`config.mk`:
```
export PLATFORM = sky130hd
export DESIGN_NAME = hop_seq_ctrl
export DESIGN_NICKNAME = d
export VERILOG_FILES = /design/src/rtl/hop_seq_ctrl_pkg.sv /design/src/rtl/hop_code_ram.sv /design/src/rtl/hop_seq_ctrl.sv
export SDC_FILE = /design/constraint.sdc
export NUM_CORES = 2
export LEC_CHECK = 0
export CAP_MARGIN = 20
export CORE_MARGIN = 1
export CORE_UTILIZATION = 45
export CTS_CLUSTER_SIZE = 8
export DETAILED_ROUTE_END_ITERATION = 12
export HOLD_SLACK_MARGIN = 0.12
export PLACE_DENSITY = 0.59
export RECOVER_POWER = 50
export SYNTH_ARGS = -nofsm -noshare
export SYNTH_HDL_FRONTEND = slang
export SYNTH_HIERARCHICAL = 1
export SYNTH_SLANG_ARGS = --single-unit
```
`constraint.sdc`:
```
create_clock -name clk -period 4.1 [get_ports clk]
set_input_delay 0.41 -clock clk [delete_from_list [all_inputs] [get_ports clk]]
set_output_delay 0.41 -clock clk [all_outputs]
set_load 0.02 [all_outputs]
```
`src/rtl/hop_seq_ctrl_pkg.sv`:
```
// hop_seq_ctrl_pkg: state encoding and default phase constants for the hop-sequence controller
package hop_seq_ctrl_pkg;
  typedef enum logic [2:0] {
    IDLE      = 3'd0,
    LOC_SYNCH = 3'd1,
    HOP_SYNCH = 3'd2,
    HOP_TX    = 3'd3
  } state_t;
  localparam int DEF_START_PH_INC = -4194304;
  localparam int DEF_DPH_INC = 131072;
  function automatic int max3(input int a, input int b, input int c);
    return a > b ? (a > c ? a : c) : (b > c ? b : c);
  endfunction
endpackage

```
`src/rtl/hop_code_ram.sv`:
```
// hop_code_ram: simple dual-port hop-code table, one write port and one registered read port
//   clk, reset            : clock, sync active-high reset (clears only the read register)
//   wr_en/wr_addr/wr_data : table write
//   rd_en/rd_addr/rd_data : read issued on rd_en, data valid next cycle and held until the next read
module hop_code_ram #(
  parameter int AW = 6,
  parameter int DW = 32
) (
  input  logic          clk,
  input  logic          reset,
  input  logic          wr_en,
  input  logic [AW-1:0] wr_addr,
  input  logic [DW-1:0] wr_data,
  input  logic          rd_en,
  input  logic [AW-1:0] rd_addr,
  output logic [DW-1:0] rd_data
);
  logic [DW-1:0] mem [2**AW];
  always_ff @(posedge clk)
    if (wr_en) mem[wr_addr] <= wr_data;
  // Same-address write and read in one cycle returns the old entry.
  always_ff @(posedge clk)
    if (reset) rd_data <= '0;
    else if (rd_en) rd_data <= mem[rd_addr];
endmodule

```
`src/rtl/hop_seq_ctrl.sv`:
```
// hop_seq_ctrl: hop-sequence controller, one local sync then N hops of hop-sync -> hop-TX
//   in : clk, reset, start, abort, continuous, num_hops, code_wr_en/addr/data, hop_done
//   out: state_o, sync_active, tx_valid, hop_rst, hop_n, hop_phase_inc, hop_code,
//        busy, seq_done, hop_timeout
module hop_seq_ctrl
  import hop_seq_ctrl_pkg::*;
#(
  parameter int PHASE_WIDTH = 24,
  parameter int CODE_WIDTH = 32,
  parameter int HOP_IDX_WIDTH = 6,
  parameter int LOC_SYNC_N = 16384,
  parameter int HOP_SYNC_N = 16384,
  parameter int HOP_TIMEOUT_N = 1048576,
  parameter int HOP_START_PH_INC = DEF_START_PH_INC,
  parameter int HOP_DPH_INC = DEF_DPH_INC
) (
  input  logic                     clk,
  input  logic                     reset,
  input  logic                     start,
  input  logic                     abort,
  input  logic                     continuous,
  input  logic [HOP_IDX_WIDTH-1:0] num_hops,
  input  logic                     code_wr_en,
  input  logic [HOP_IDX_WIDTH-1:0] code_wr_addr,
  input  logic [CODE_WIDTH-1:0]    code_wr_data,
  input  logic                     hop_done,
  output logic [2:0]               state_o,
  output logic                     sync_active,
  output logic                     tx_valid,
  output logic                     hop_rst,
  output logic [HOP_IDX_WIDTH-1:0] hop_n,
  output logic [PHASE_WIDTH-1:0]   hop_phase_inc,
  output logic [CODE_WIDTH-1:0]    hop_code,
  output logic                     busy,
  output logic                     seq_done,
  output logic                     hop_timeout
);
  localparam int CNT_W = $clog2(max3(LOC_SYNC_N, HOP_SYNC_N, HOP_TIMEOUT_N) + 1);
  localparam logic [CNT_W-1:0] LOC_LAST = CNT_W'(LOC_SYNC_N - 1);
  localparam logic [CNT_W-1:0] HOP_LAST = CNT_W'(HOP_SYNC_N - 1);
  localparam logic [CNT_W-1:0] TO_LAST = CNT_W'(HOP_TIMEOUT_N - 1);
  localparam logic [PHASE_WIDTH-1:0] PH0 = PHASE_WIDTH'(HOP_START_PH_INC);
  localparam logic [PHASE_WIDTH-1:0] DPH = PHASE_WIDTH'(HOP_DPH_INC);
  state_t state, state_n;
  logic [CNT_W-1:0] cnt, cnt_n;
  logic [HOP_IDX_WIDTH-1:0] hop_d, nh_q, nh_d;
  logic [PHASE_WIDTH-1:0] ph_d;
  logic done_d, to_d, load, to_hit, hop_end;
  // cnt counts down in the sync states and up (timeout) in HOP_TX.
  assign to_hit = (HOP_TIMEOUT_N != 0) && cnt == TO_LAST;
  assign hop_end = hop_done || to_hit;
  always_comb begin
    state_n = state;
    cnt_n = cnt;
    hop_d = hop_n;
    ph_d = hop_phase_inc;
    nh_d = nh_q;
    done_d = 1'b0;
    to_d = 1'b0;
    load = 1'b0;
    case (state)
      IDLE: load = start;
      LOC_SYNCH: begin
        state_n = cnt == '0 ? HOP_SYNCH : LOC_SYNCH;
        cnt_n = cnt == '0 ? HOP_LAST : cnt - 1'b1;
      end
      HOP_SYNCH: begin
        state_n = cnt == '0 ? HOP_TX : HOP_SYNCH;
        cnt_n = cnt == '0 ? '0 : cnt - 1'b1;
      end
      HOP_TX:
        if (hop_end) begin
          to_d = !hop_done;
          if (hop_n < nh_q) begin
            hop_d = hop_n + 1'b1;
            ph_d = hop_phase_inc + DPH;
            state_n = HOP_SYNCH;
            cnt_n = HOP_LAST;
          end else begin
            done_d = 1'b1;
            state_n = IDLE;
            load = continuous;
          end
        end else cnt_n = cnt + 1'b1;
      default: state_n = IDLE;
    endcase
    if (load) begin
      state_n = LOC_SYNCH;
      cnt_n = LOC_LAST;
      hop_d = '0;
      ph_d = PH0;
      nh_d = num_hops;
    end
    // Phase always tracks hop_n, so clearing hop_n also reloads the phase.
    if (abort) begin
      state_n = IDLE;
      hop_d = '0;
      ph_d = PH0;
      done_d = 1'b0;
      to_d = 1'b0;
    end
  end
  always_ff @(posedge clk)
    if (reset) begin
      state <= IDLE;
      cnt <= '0;
      hop_n <= '0;
      hop_phase_inc <= PH0;
      nh_q <= '0;
      seq_done <= 1'b0;
      hop_timeout <= 1'b0;
    end else begin
      state <= state_n;
      cnt <= cnt_n;
      hop_n <= hop_d;
      hop_phase_inc <= ph_d;
      nh_q <= nh_d;
      seq_done <= done_d;
      hop_timeout <= to_d;
    end
  assign state_o = state;
  assign sync_active = state == LOC_SYNCH || state == HOP_SYNCH;
  assign tx_valid = state == HOP_TX;
  assign busy = state != IDLE;
  assign hop_rst = state == HOP_SYNCH && cnt == HOP_LAST;
  hop_code_ram #(.AW(HOP_IDX_WIDTH), .DW(CODE_WIDTH)) u_ram (
    .clk(clk),
    .reset(reset),
    .wr_en(code_wr_en),
    .wr_addr(code_wr_addr),
    .wr_data(code_wr_data),
    .rd_en(hop_rst),
    .rd_addr(hop_n),
    .rd_data(hop_code)
  );
endmodule

```
Word-level counts from Yosys, hierarchy flattened

Memory sizes are Yosys's and may differ from the RTL's. A register that Yosys moved wholly into a read port is not among the register bits.
Cells that the tools add are included.
W data, S select, Z words.

Bits in registers: 62
Latch bits: 0
Memory bits (writable): 2048
Bits in read-only memories: 0
Bits of input ports: 51
Output and inout port bits: 71
Word-level logic and storage cells: 64
Memories kept: 1

Memory list:

| name      | depth | bits a word | read ports | clocked after Yosys merged registers in | write ports | line               | source |
|---|---|---|---|---|---|---|---|
| u_ram.mem | 64    | 32          | 1          | 1                                       | 1           | hop_code_ram.sv:18 | `logic [DW-1:0] mem [2**AW];` |

$add $sub $neg: 4
$mul: 0
Div/mod/pow operators: 0
Magnitude comparators: 1
Equal/unequal tests: 10
Shift-type cells: 0
Multiplexer cells: 18
Bitwise operators: 3
Reductions and logical operators: 18

Operator list:

| operator                 | number |
|---|---|
| $mux W21                 | 4 |
| $pmux W21 S3             | 1 |
| $add A24 B18 Y24 const B | 1 |
| $add A21 B1 Y21 const B  | 1 |
| $eq A21 B14 Y1 const B   | 1 |
| $eq A21 B20 Y1 const B   | 1 |
| $logic_not A21 Y1        | 1 |
| $sub A21 B1 Y21 const B  | 1 |
| $mux W14                 | 1 |
| $pmux W3 S4              | 1 |
| $reduce_and A2 Y1        | 4 |
| $mux W1                  | 7 |
| $add A6 B1 Y6 const B    | 1 |
| $eq A3 B2 Y1 const B     | 2 |
| $lt A6 B6 Y1             | 1 |
| $reduce_bool A3 Y1       | 2 |
| $mux W2                  | 2 |
| $ne A4 B3 Y1 const B     | 1 |
| $reduce_bool A4 Y1       | 1 |
| $reduce_or A2 Y1         | 2 |
| $reduce_or A4 Y1         | 1 |
| $eq A3 B1 Y1 const B     | 1 |
| $logic_not A3 Y1         | 1 |
| $mux W3                  | 1 |
| 11 further kinds         | 14 |

Logic depth before layout (Yosys ltp)

Depth after elaboration: 6
Mapped depth: 12
Depth with buffers taken out: 10

Cells and area by module

The synthesis kept the hierarchy.

Modules (own cells, without submodules):

| module       | times used | cells an instance | area an instance (um^2) | seq. area each (um^2) |
|---|---|---|---|---|
| hop_code_ram | 1          | 3710              | 79590.1                 | 62139.6 |
| hop_seq_ctrl | 1          | 420               | 3260.6                  | 880.8 |

Worst setup path after synthesis

Ideal clock, no wire load.

Path kind: register -> register
Start: register cnt[0]
End: register u_ram.rd_data[11], read port of u_ram.mem
Library setup time: 0.079 ns
Arrival time: 3.989 ns
Data required time: 4.021 ns
Slack: 0.032 ns
Cell stages (with the launch flop): 12
Path buffers: 2
Clock period less this slack: 4.068 ns
Path through: dfxtp_1 > ha_1 > nand3_1 > nor4_1 > nand3b_1 > nor4b_1 > or3b_2 > clkbuf_1 > clkbuf_1 > nor2_1 > o311ai_0 > o211ai_1

Cells in the longest elaborated chain, start to end: 2

RTL lines:

| what                     | line                | source |
|---|---|---|
| start: declaration       | hop_seq_ctrl.sv:45  | `logic [CNT_W-1:0] cnt, cnt_n;` |
| start signal: assignment | hop_seq_ctrl.sv:114 | `cnt <= cnt_n;` |
| $eq A21 B14 Y1           | hop_seq_ctrl.sv:125 | `assign hop_rst = state == HOP_SYNCH && cnt == HOP_LAST;` |
| $logic_and A1 B1 Y1      | hop_seq_ctrl.sv:125 |  |
| net hop_rst              | hop_seq_ctrl.sv:30  | `output logic hop_rst,` |
| end: declaration         | hop_code_ram.sv:16  | `output logic [DW-1:0] rd_data` |

The timed path passes the listed nets, and every way through them passes these cells.
A chain may end at the register's enable or synchronous reset.

Worst setup path in the final report

Start: register cnt[0]
End: output port hop_rst

Cells in the longest elaborated chain, start to end: 2

RTL lines:

| what                | line |
|---|---|
| $eq A21 B14 Y1      | hop_seq_ctrl.sv:125 |
| $logic_and A1 B1 Y1 | hop_seq_ctrl.sv:125 |
| end: declaration    | hop_seq_ctrl.sv:30 |

Every way passes these cells.

==> impl_results.md <==
- Yosys reg bits: about 2,100
- Register area share after synthesis: 76.1%
- Yosys cell types: 75
- Crit path DAT: 3.54 ns
- Routability cong.: 0.836
- Max_slew headroom: -116%
- Yosys warnings: 6
- Vias in the first global route: 43,165
- Port Buf Inserts: 103
- Critical Path Fanout Max: 9
- GRT Resource Usage Total: 24.5%
- Starting DRT DRC Count: 5,219
- Type of the worst setup path: register to primary output
- Clock Pin Slew Worst Setup and Hold Paths: 0.06 ns
- Max Cap Viol: 36
- Launching point of the worst reg2reg path: cnt[0]
- Post-Place Cells: 6,637
- RSZ-0062 raised after global routing: false
- Final core utilization: 52.9%
- CTS sink cnt: 2,124
- Post-synth ARST share: 0%
- Antenna-violating nets left: 0
- Layout cell share with drive strength beyond 1: between 20% and 30%
- DR pass1 iterations: 5
- DR WL/cell: 32.0 um
- Endpoints failing setup: 0
- Max Transition Viols Final: roughly 1,900
- CP required: 3.69 ns
- Clock power frac: a little under half
- Initial core utilization: 45.3%
- Die W: 431 um
- DIE HEIGHT: 431 um
- CTS root buf: clkbuf_16
- Setup TNS: 0 ns
- Antenna violations before repair: 9
- Leak pwr: just under 30 nW
- Area grow syn2layout: 16.8%
- Worst Tran Pin Value: 3.24 ns
- DRC: 0
- CTS tree: built
- Worst vdd ir: 455 uV
- Failing checks: max-capacitance violations, max-slew violations
- CP startpoint: cnt[0]
- Synth cell count leaders: 2,048 x edfxtp_1, 386 x mux4_2, 278 x mux2i_1
- Core Area: 183,000 um^2
- Total gr overflow: 0
- EDFF count, synth: 2,048
- Switching share of power: 19.7%
- First-pass GRT wire length: 322,000 um
- Power Internal: 38.2 mW
- Sw power: 9.34 mW
- Post-CTS Setup Bufs: 0
- Clock skew: 0.0462 ns
- Total number of vias: 43,578
- Setup crit start kind: register
- Fin. Hold Viols: 0
- Minimum clock period: 3.95 ns
- Power share of the sequential group: 50.7%
- Pwr dens: 491 nW/um^2
- Drt total wl: 227,000 um
- Max Fclk: 253 MHz
- DIE AREA: 186,000 um^2
- Max clock buf depth: 4
- Num rows: 157
- FF-to-FF setup slack: 0.43 ns
- DP Area: 88,200 um^2
- Largest net degree at the start of global routing: 84
- Mapped Area: 82,900 um^2
- Post-route insts no fill: between 7,000 and 8,000
- Fin nets: 4,596
- Most common cell in the netlist: edfxtp_1
- Synth top area share: 74.2%
- Top cell type by total area after synthesis: edfxtp_1
- Final period util: 96.4%
- H-tree levels: 5
- DP HPWL: 127,000 um
- Ranking of synthesized cells by area: edfxtp_1 74%, mux4_2 10%, mux2i_1 3.4%
- Clock latency on the worst-skew pair: approximately 0.9 ns
- Worst hold start: hop_done
- Num ports: 122
- Top FF cell, synth: edfxtp_1
- CTS buffer count: 315
- Vias per cell: roughly 6
- Syn Area/Cell: 20.1 um^2
- Combinational fraction of design power: 1.8%
- Post-Syn Instances: 4,130
- Hold crit path type: input port to register
- Status: complete, but fails checks
- Final Cell Area: 96,800 um^2
- CP Capture Type: primary output
## cell families after synthesis
logic type,share of synthesized area [%]
adders and majority gates,0.227
other,0.00453
and+or+nand+nor,2.41
DFF,76.1
buffers and inverters,1.82
AOI/OAI and AO/OA,4.68
xor gates and xnor gates,0.307
muxes,14.5
## final cells by class
type                    instances  area, um^2
flip-flops and latches       2124       63000
clock inverters                 9        81.3
well taps                    2464        3080
repair buffers                337        3250
fillers                     14213       86100
clock buffers                 412        8350
multi-input cells            1731       18900
inverters                      21        80.1
diodes                          1        2.50
## routing by layer
layer	wire, um	GRT usage, %
met2	109000	38.7
met3	18500	4.51
met1	94800	35.0
met5	0	0
met4	5060	6.57
## per-stage QoR
| step | hold WS, ns | power, mW | setup WS (ns) |
|---|---|---|---|
| finish | 0.289 | 47.5 | 0.147 |
| CTS | 0.127 | 47.8 | 0.110 |
| floorplan | 0.460 | 24.8 | 0.0316 |
| global route | 0.286 | 48.8 | 0.00159 |
| global placement | 0.476 | 25.3 | 0.693 |
| detailed placement | 0.486 | 25.3 | 0.503 |
## worst max-delay path, cell delays in order, from the launching register on
cell	delay, ns
dfxtp_1	0.45
ha_1	0.23
nand3_1	0.08
buf_4	0.19
nor4_1	0.38
nand3b_1	0.16
nor4b_2	0.23
buf_4	0.23
clkdlybuf4s50_1	0.67
## registers in the layout, indices dropped and copies added (netlist names)
register	cells
hop_phase_inc	7
hop_n	6
state_o	2
cnt	21
u_ram/mem	2048
u_ram/rd_data	32
nh_q	6
seq_done	1
hop_timeout	1
## power groups by stage
stage               combinational [mW]  sequential (mW)  clock (mW)
floorplan                        0.336             24.4           0
global placement                 0.805             24.5           0
detailed placement               0.826             24.5           0
CTS                              0.836             24.1        22.9
global route                     0.905             24.1        23.8
finish                           0.841             24.1        22.6
## layout by cell type (no fill, tap or decap), types with 19 or more instances in the layout
master,n
mux4_2,386
dlygate4sd3_1,28
nand4_1,22
buf_4,115
mux2_2,47
and2_1,29
a21oi_1,88
a221o_1,26
a31oi_1,46
clkdlybuf4s50_1,69
a22oi_1,50
o21a_1,19
o22ai_1,82
a2111oi_0,19
nor2_1,93
o221ai_1,52
dfxtp_1,71
nand3_1,32
edfxtp_1,2048
nor2_4,62
o21ai_0,69
a221oi_1,38
nor3_1,30
mux2i_1,278
clkbuf_16,320
buf_12,57
nand2_1,50
clkbuf_1,148
## path summary, 6_finish.rpt
path,cells after the start,end
max,8,hop_rst
min,2,hop_timeout
max reg2reg,11,u_ram/rd_data[14]
min reg2reg,2,nh_q[4]
## repair_timing
item	4_1_cts	5_1_grt
hold buffers	12	14
gates resized for setup	0	0
setup endpoints to repair	0	1
hold endpoints to repair	112	542
(Power assumes the default switching activity.)
